===== src/rtl/adpcm_pkg.sv =====
// Shared ADPCM predictor constants, FSM encoding and small helpers.
package adpcm_pkg;

  localparam int unsigned N_ZERO = 6;
  localparam int unsigned N_POLE = 2;
  localparam int unsigned N_TAPS = N_ZERO + N_POLE;
  localparam int unsigned COEF_W = 16;
  localparam int unsigned FLT_W  = 11;
  localparam int unsigned SE_W   = 15;
  localparam int unsigned ACC_W  = 16;
  localparam int unsigned IDX_W  = 3;

  typedef enum logic [1:0] {
    IDLE = 2'd0,
    RUN  = 2'd1,
    DONE = 2'd2
  } state_e;

  // Number of significant bits in a 13-bit magnitude (0 for zero).
  function automatic logic [3:0] bit_len13(input logic [12:0] v);
    logic [3:0] n;
    n = 4'd0;
    for (int i = 0; i < 13; i++) begin
      if (v[i]) n = 4'(i + 1);
    end
    return n;
  endfunction

endpackage


===== src/rtl/fmult_accum_seq_if.sv =====
// Request/result bundle between the predictor engine and its requester.
interface fmult_accum_seq_if;
  import adpcm_pkg::*;

  logic                     start;
  logic [N_TAPS*COEF_W-1:0] coef;
  logic [N_TAPS*FLT_W-1:0]  flt;
  logic                     busy;
  logic                     done;
  logic [SE_W-1:0]          sez;
  logic [SE_W-1:0]          se;

  modport master (output start, coef, flt, input busy, done, sez, se);
  modport slave  (input start, coef, flt, output busy, done, sez, se);
endinterface


===== src/rtl/fmult_accum_seq_fmult.sv =====
// G.726 FMULT: coefficient (An) times float operand (SRn/DQn), purely combinational.
module fmult_accum_seq_fmult
  import adpcm_pkg::*;
(
  input  logic [COEF_W-1:0] an_i,
  input  logic [FLT_W-1:0]  srn_i,
  output logic [COEF_W-1:0] wan_o_c
);

  logic        an_s;
  logic [12:0] an_mag;
  logic [3:0]  an_exp;
  logic [5:0]  an_mant;
  logic [4:0]  wa_exp;
  logic [11:0] prod;
  logic [7:0]  wa_mant;
  logic [14:0] wa_base;
  logic [14:0] wa_mag;

  always_comb begin
    an_s    = an_i[15];
    // Magnitude of An/4 in 13 bits; negation modulo 2^13 matches the reference mask.
    an_mag  = an_s ? (13'd0 - an_i[14:2]) : an_i[14:2];
    an_exp  = bit_len13(an_mag);
    an_mant = (an_mag == 13'd0) ? 6'd32 : 6'({an_mag, 6'b0} >> an_exp);
    wa_exp  = 5'(an_exp) + 5'(srn_i[9:6]);
    prod    = 12'(an_mant) * 12'(srn_i[5:0]);
    wa_mant = 8'((prod + 12'd48) >> 4);
    wa_base = {wa_mant, 7'b0};
    wa_mag  = (wa_exp <= 5'd26) ? (wa_base >> (5'd26 - wa_exp))
                                : (wa_base << (wa_exp - 5'd26));
    wan_o_c = (an_s ^ srn_i[10]) ? (16'd0 - {1'b0, wa_mag}) : {1'b0, wa_mag};
  end

endmodule


===== src/rtl/fmult_accum_seq.sv =====
// Time-multiplexed predictor: one FMULT and a 16-bit accumulator walk taps B1..B6, A1, A2
// to produce SEZ (after B6) and SE (after A2).
module fmult_accum_seq
  import adpcm_pkg::*;
(
  input  logic              clk,
  input  logic              rst_n,
  fmult_accum_seq_if.slave  bus_if
);

  state_e                   state_q;
  logic [IDX_W-1:0]         idx_q;
  logic [ACC_W-1:0]         acc_q;
  logic [ACC_W-1:0]         acc_d;
  logic [COEF_W-1:0]        wan;
  logic [SE_W-1:0]          sezi_q;
  logic [SE_W-1:0]          sez_q;
  logic [SE_W-1:0]          se_q;
  logic [N_TAPS*COEF_W-1:0] coef_q;
  logic [N_TAPS*FLT_W-1:0]  flt_q;
  logic                     busy_q;
  logic                     done_q;
  logic [COEF_W-1:0]        an_sel;
  logic [FLT_W-1:0]         srn_sel;

  // Tap select follows bus order, so idx 0..7 is B1..B6, A1, A2.
  assign an_sel  = coef_q[32'(idx_q) * COEF_W +: COEF_W];
  assign srn_sel = flt_q[32'(idx_q) * FLT_W +: FLT_W];
  assign acc_d   = acc_q + wan;

  fmult_accum_seq_fmult u_fmult (
    .an_i    (an_sel),
    .srn_i   (srn_sel),
    .wan_o_c (wan)
  );

  always_ff @(posedge clk or negedge rst_n) begin
    if (!rst_n) begin
      state_q <= IDLE;
      idx_q   <= '0;
      acc_q   <= '0;
      sezi_q  <= '0;
      sez_q   <= '0;
      se_q    <= '0;
      coef_q  <= '0;
      flt_q   <= '0;
      busy_q  <= 1'b0;
      done_q  <= 1'b0;
    end else begin
      done_q <= 1'b0;
      case (state_q)
        IDLE, DONE: begin
          if (bus_if.start) begin
            state_q <= RUN;
            busy_q  <= 1'b1;
            idx_q   <= '0;
            acc_q   <= '0;
            coef_q  <= bus_if.coef;
            flt_q   <= bus_if.flt;
          end else begin
            state_q <= IDLE;
          end
        end
        RUN: begin
          acc_q <= acc_d;
          idx_q <= idx_q + IDX_W'(1);
          if (idx_q == IDX_W'(N_ZERO - 1)) sezi_q <= acc_d[ACC_W-1:1];
          if (idx_q == IDX_W'(N_TAPS - 1)) begin
            state_q <= DONE;
            busy_q  <= 1'b0;
            done_q  <= 1'b1;
            sez_q   <= sezi_q;
            se_q    <= acc_d[ACC_W-1:1];
          end
        end
        default: state_q <= IDLE;
      endcase
    end
  end

  assign bus_if.busy = busy_q;
  assign bus_if.done = done_q;
  assign bus_if.sez  = sez_q;
  assign bus_if.se   = se_q;

endmodule


===== src/flat_wrapper.sv =====
// flat-port wrapper written by rule: the top's interface ports become plain ports
module fmult_accum_seq_flat import adpcm_pkg::*;
  (clk, rst_n, bus_if_start, bus_if_coef, bus_if_flt, bus_if_busy, bus_if_done, bus_if_sez, bus_if_se);
  fmult_accum_seq_if bus_if_i ();
  input  logic clk;
  input  logic rst_n;
  input wire logic [$bits(bus_if_i.start)-1:0] bus_if_start;
  input wire logic [$bits(bus_if_i.coef)-1:0] bus_if_coef;
  input wire logic [$bits(bus_if_i.flt)-1:0] bus_if_flt;
  output wire logic [$bits(bus_if_i.busy)-1:0] bus_if_busy;
  output wire logic [$bits(bus_if_i.done)-1:0] bus_if_done;
  output wire logic [$bits(bus_if_i.sez)-1:0] bus_if_sez;
  output wire logic [$bits(bus_if_i.se)-1:0] bus_if_se;
  assign bus_if_i.start = bus_if_start;
  assign bus_if_i.coef = bus_if_coef;
  assign bus_if_i.flt = bus_if_flt;
  assign bus_if_busy = bus_if_i.busy;
  assign bus_if_done = bus_if_i.done;
  assign bus_if_sez = bus_if_i.sez;
  assign bus_if_se = bus_if_i.se;
  fmult_accum_seq u_core (.clk(clk), .rst_n(rst_n), .bus_if(bus_if_i));
endmodule

===== config.mk =====
export PLATFORM = sky130hd
export DESIGN_NAME = fmult_accum_seq_flat
export DESIGN_NICKNAME = d
export VERILOG_FILES = /design/src/rtl/adpcm_pkg.sv /design/src/rtl/fmult_accum_seq_if.sv /design/src/rtl/fmult_accum_seq_fmult.sv /design/src/rtl/fmult_accum_seq.sv /design/src/flat_wrapper.sv
export SDC_FILE = /design/constraint.sdc
export NUM_CORES = 1
export LEC_CHECK = 0
export BUFFER_PORTS_ARGS = -buffer_cell sky130_fd_sc_hd__buf_2
export CAP_MARGIN = 20
export CELL_PAD_IN_SITES_DETAIL_PLACEMENT = 0
export CELL_PAD_IN_SITES_GLOBAL_PLACEMENT = 1
export CORE_ASPECT_RATIO = 1.5
export CORE_MARGIN = 8
export CORE_UTILIZATION = 47
export CTS_BUF_LIST = sky130_fd_sc_hd__clkbuf_8 sky130_fd_sc_hd__clkbuf_16
export CTS_CLUSTER_DIAMETER = 80
export DETAILED_ROUTE_END_ITERATION = 8
export PLACE_DENSITY = 0.82
export RECOVER_POWER = 100
export SLEW_MARGIN = 15
export SYNTH_ARGS = -nofsm -noshare
export SYNTH_HDL_FRONTEND = slang
export SYNTH_SLANG_ARGS = --single-unit

===== constraint.sdc =====
create_clock -name clk -period 17.2 [get_ports clk]
set_input_delay 2.58 -clock clk [delete_from_list [all_inputs] [get_ports clk]]
set_output_delay 2.58 -clock clk [all_outputs]
set_load 0.1 [all_outputs]

==> run_results.csv <==
group,metric,value,unit
run_status,status,"finished with violations",
run_status,violations,"max-capacitance violations, max-slew violations",
yosys,synth_edf_count,0,
timing,setup_violations,0,
run,maxCapViolations,8,
critical_path,startpoint_type,"flip-flop",
critical_path,cp_data_required_time,17.65,ns
drt,firstDrtPassIters,7,
critical_path,cp_slowest_stage_delay,1.01,ns
critical_path,crit_type,"flip-flop to flip-flop",
clock_network,cts_hold_buf,0,
timing,max_slew_margin,-319,%
critical_path,worstPathMaxFanout,30,
global_route,grt-ovfl-total,0,
critical_path,arrival,15.12,ns
clock_network,clk_path_buf_depth,3,
clock_network,htreeDepth,1,
global_route,grt_max_degree,121,
hold_path,holdCritPathClass,"flip-flop to flip-flop",
cells_and_area,area_growth,13.5,%
clock_network,cts_resized,0,
cells_and_area,n_antenna_cell,0,
yosys,synth_area,0.0163,mm2
yosys,ys.flop_type,"dfrtp_1",
drt,drt-initial-drc-count,910,
timing,rsz0062_at_grt,"false",
critical_path,crit_path_end_kind,"flip-flop",
timing,setup_tns,0,ns
floorplan,rows,83,
timing,min_period,14.67,ns
global_route,antenna_found_initial,0,
drt,drc_errors,0,
global_route,grt_use_total,21.7,%
clock_network,path_clk_slew,0.06,ns
timing,tightest_slew,6.29,ns
timing,slew_violations,626,
placed_design,hpwl,33.6,mm
cells_and_area,drive_gt1_share,16.2,%
drt,route.vias.total,13800,
floorplan,fp.dieW,168,um
clock_network,clock-sinks,268,
timing,finalHoldViolCount,0,
floorplan,die_h,244,um
critical_path,worst_path_max_delay_cell,"dfrtp_1",
yosys,synth_nets,2153,
timing,fmaxAchievable,68.2,MHz
cells_and_area,finalNonFillerCells,2489,
cells_and_area,nFillCells,3334,
clock_network,worstSkewPairLatency,0.55,ns
drt,wl,45.1,mm
clock_network,cts_setup_buffers,0,
placed_design,io_buffers,234,
global_route,grt_pass1_vias,14100,
yosys,synth_cells,1862,
timing,finalCritPeriodShare,85.3,%
yosys,yosysSeqAreaShare,41.1,%
yosys,ys_seq_elements,268,
yosys,synthArstFlopShare,100,%
cells_and_area,layout.nets,2338,
floorplan,die_area,0.0410,mm2
drt,viasPerCell,5.54,
yosys,synth_warnings,0,
floorplan,core,0.0343,mm2
placed_design,gp_congestion,0.895,
cells_and_area,multi_input_area,0.00903,mm2
floorplan,io_pins,251,
yosys,synth_area_per_cell,8.76,um2
drt,drtAntennaViolNets,0,
placed_design,dp.cells,2442,
yosys,synth_cell_types,94,
timing,skew,0.0150,ns
drt,wl_per_cell,18.1,um
floorplan,initial_core_util,47.6,%
global_route,grt_pass1_wl,73.0,mm
clock_network,cts_tree,"yes",
clock_network,cts_buffers,27,
timing,whs,0.466,ns
clock_network,cts_root_buffer,"clkbuf_16",
cells_and_area,regArea,0.00671,mm2
-- logic make-up (layout without fill, tap and decap cells) --
family / count (synthesis) / count (layout) / share of synthesized area, %
DFF: 268 / 268 / 41.1
and+or+nand+nor: 962 / 962 / 24.2
adders and majority gates: 72 / 72 / 6.44
buffers and inverters: 135 / 337 / 3.51
AOI/OAI and AO/OA: 270 / 270 / 12.1
xor gates and xnor gates: 50 / 50 / 2.69
muxes: 105 / 105 / 9.96
-- cells in the mapped netlist (all sizes together) (7+ instances only) --
library cell | number | area (um2)
a211o | 7 | 61.3
clkbuf | 71 | 267
nand3 | 20 | 100
dfrtp | 268 | 6710
nor2b | 7 | 43.8
nor3 | 30 | 150
a21oi | 39 | 206
ha | 52 | 651
a221oi | 7 | 73.8
fa | 20 | 400
buf | 22 | 149
mux4 | 43 | 968
o21ai | 65 | 325
mux2i | 50 | 517
a22oi | 10 | 75.1
a21o | 9 | 67.6
and2 | 14 | 87.6
or2 | 10 | 62.6
o211ai | 10 | 80.1
a2111oi | 8 | 88.8
mux2 | 12 | 139
nand2 | 756 | 2840
and3 | 13 | 81.3
inv | 39 | 146
nor2 | 67 | 259
nand2b | 16 | 100
xor2 | 20 | 175
a211oi | 19 | 160
a31oi | 13 | 81.3
xnor2 | 30 | 263
-- final cells by class --
class / count / area share (%)
Sequential cell: 268 / 36.2
Clock inverter: 10 / 0.311
Tap cell: 425 / 2.87
Multi-Input combinational cell: 1459 / 48.8
Timing Repair Buffer: 249 / 6.62
Clock buffer: 36 / 4.32
Inverter: 42 / 0.852
-- registers in the layout (all words and copies together), names as in the netlist, 2 cells and up --
| name | cells |
|---|---|
| u_core.state_q | 2 |
| u_core.acc_q | 16 |
| u_core.coef_q | 112 |
| u_core.bus_if.se | 15 |
| u_core.sezi_q | 15 |
| u_core.flt_q | 88 |
| u_core.bus_if.sez | 15 |
| u_core.idx_q | 3 |
-- cell usage in the layout, fill, tap and decap left out, types with 27 or more instances in the layout --
cell type and n:
inv_1 44, clkbuf_1 40, xnor2_1 29, clkbuf_16 27, buf_2 200, nor3_1 30
mux4_2 43, nor2_1 66, o21ai_0 64, nand2_1 754, dfrtp_1 266, a21oi_1 38
ha_1 52, mux2i_1 48
-- through the flow --
step                      setup WS [ns]  utilization [%]  area, um2
final                              2.53             54.0      18500
after global routing               1.29             54.0      18500
after CTS                          3.18             54.2      18600
after detailed placement           3.24             51.7      17700
after global placement             3.29             51.7      17700
after floorplan                    5.61                -      16300
-- worst paths after layout --
check / slack (ns) / from / endpoint / cells after the start
worst max-delay path: 2.53 / u_core.idx_q[1] / u_core.sezi_q[14] / 43
worst min-delay path: 0.47 / u_core.sezi_q[9] / u_core.bus_if.sez[9] / 2
worst max register to register: 2.53 / u_core.idx_q[1] / u_core.sezi_q[14] / 43
worst min register to register: 0.47 / u_core.sezi_q[9] / u_core.bus_if.sez[9] / 2
max in group asynchronous: 3.98 / rst_n / u_core.flt_q[26] / 3
min in group asynchronous: 4.36 / rst_n / u_core.bus_if.sez[7] / 1
-- layer usage --
layer / routed length [um] / up-vias / global-route usage, %
met4: 1550 / 0 / 8.11
met3: 1700 / 77 / 2.44
li1: - / 6717 / -
met5: 0 / - / 0
met2: 23800 / 336 / 39.4
met1: 18100 / 6666 / 26.0
-- worst max-delay path: cells and delay by family, from the launching register on --
family          cells  cell delay (ns)
simple gates       12             2.79
flops               1             1.01
compound gates     19             6.26
fa+ha+maj           8             3.36
buf+inv             3             0.87
xor+xnor            1             0.25
Power is left out: the tool's default activity adds up to more than one toggle a clock period on the data nets, which glitch-free logic cannot reach.
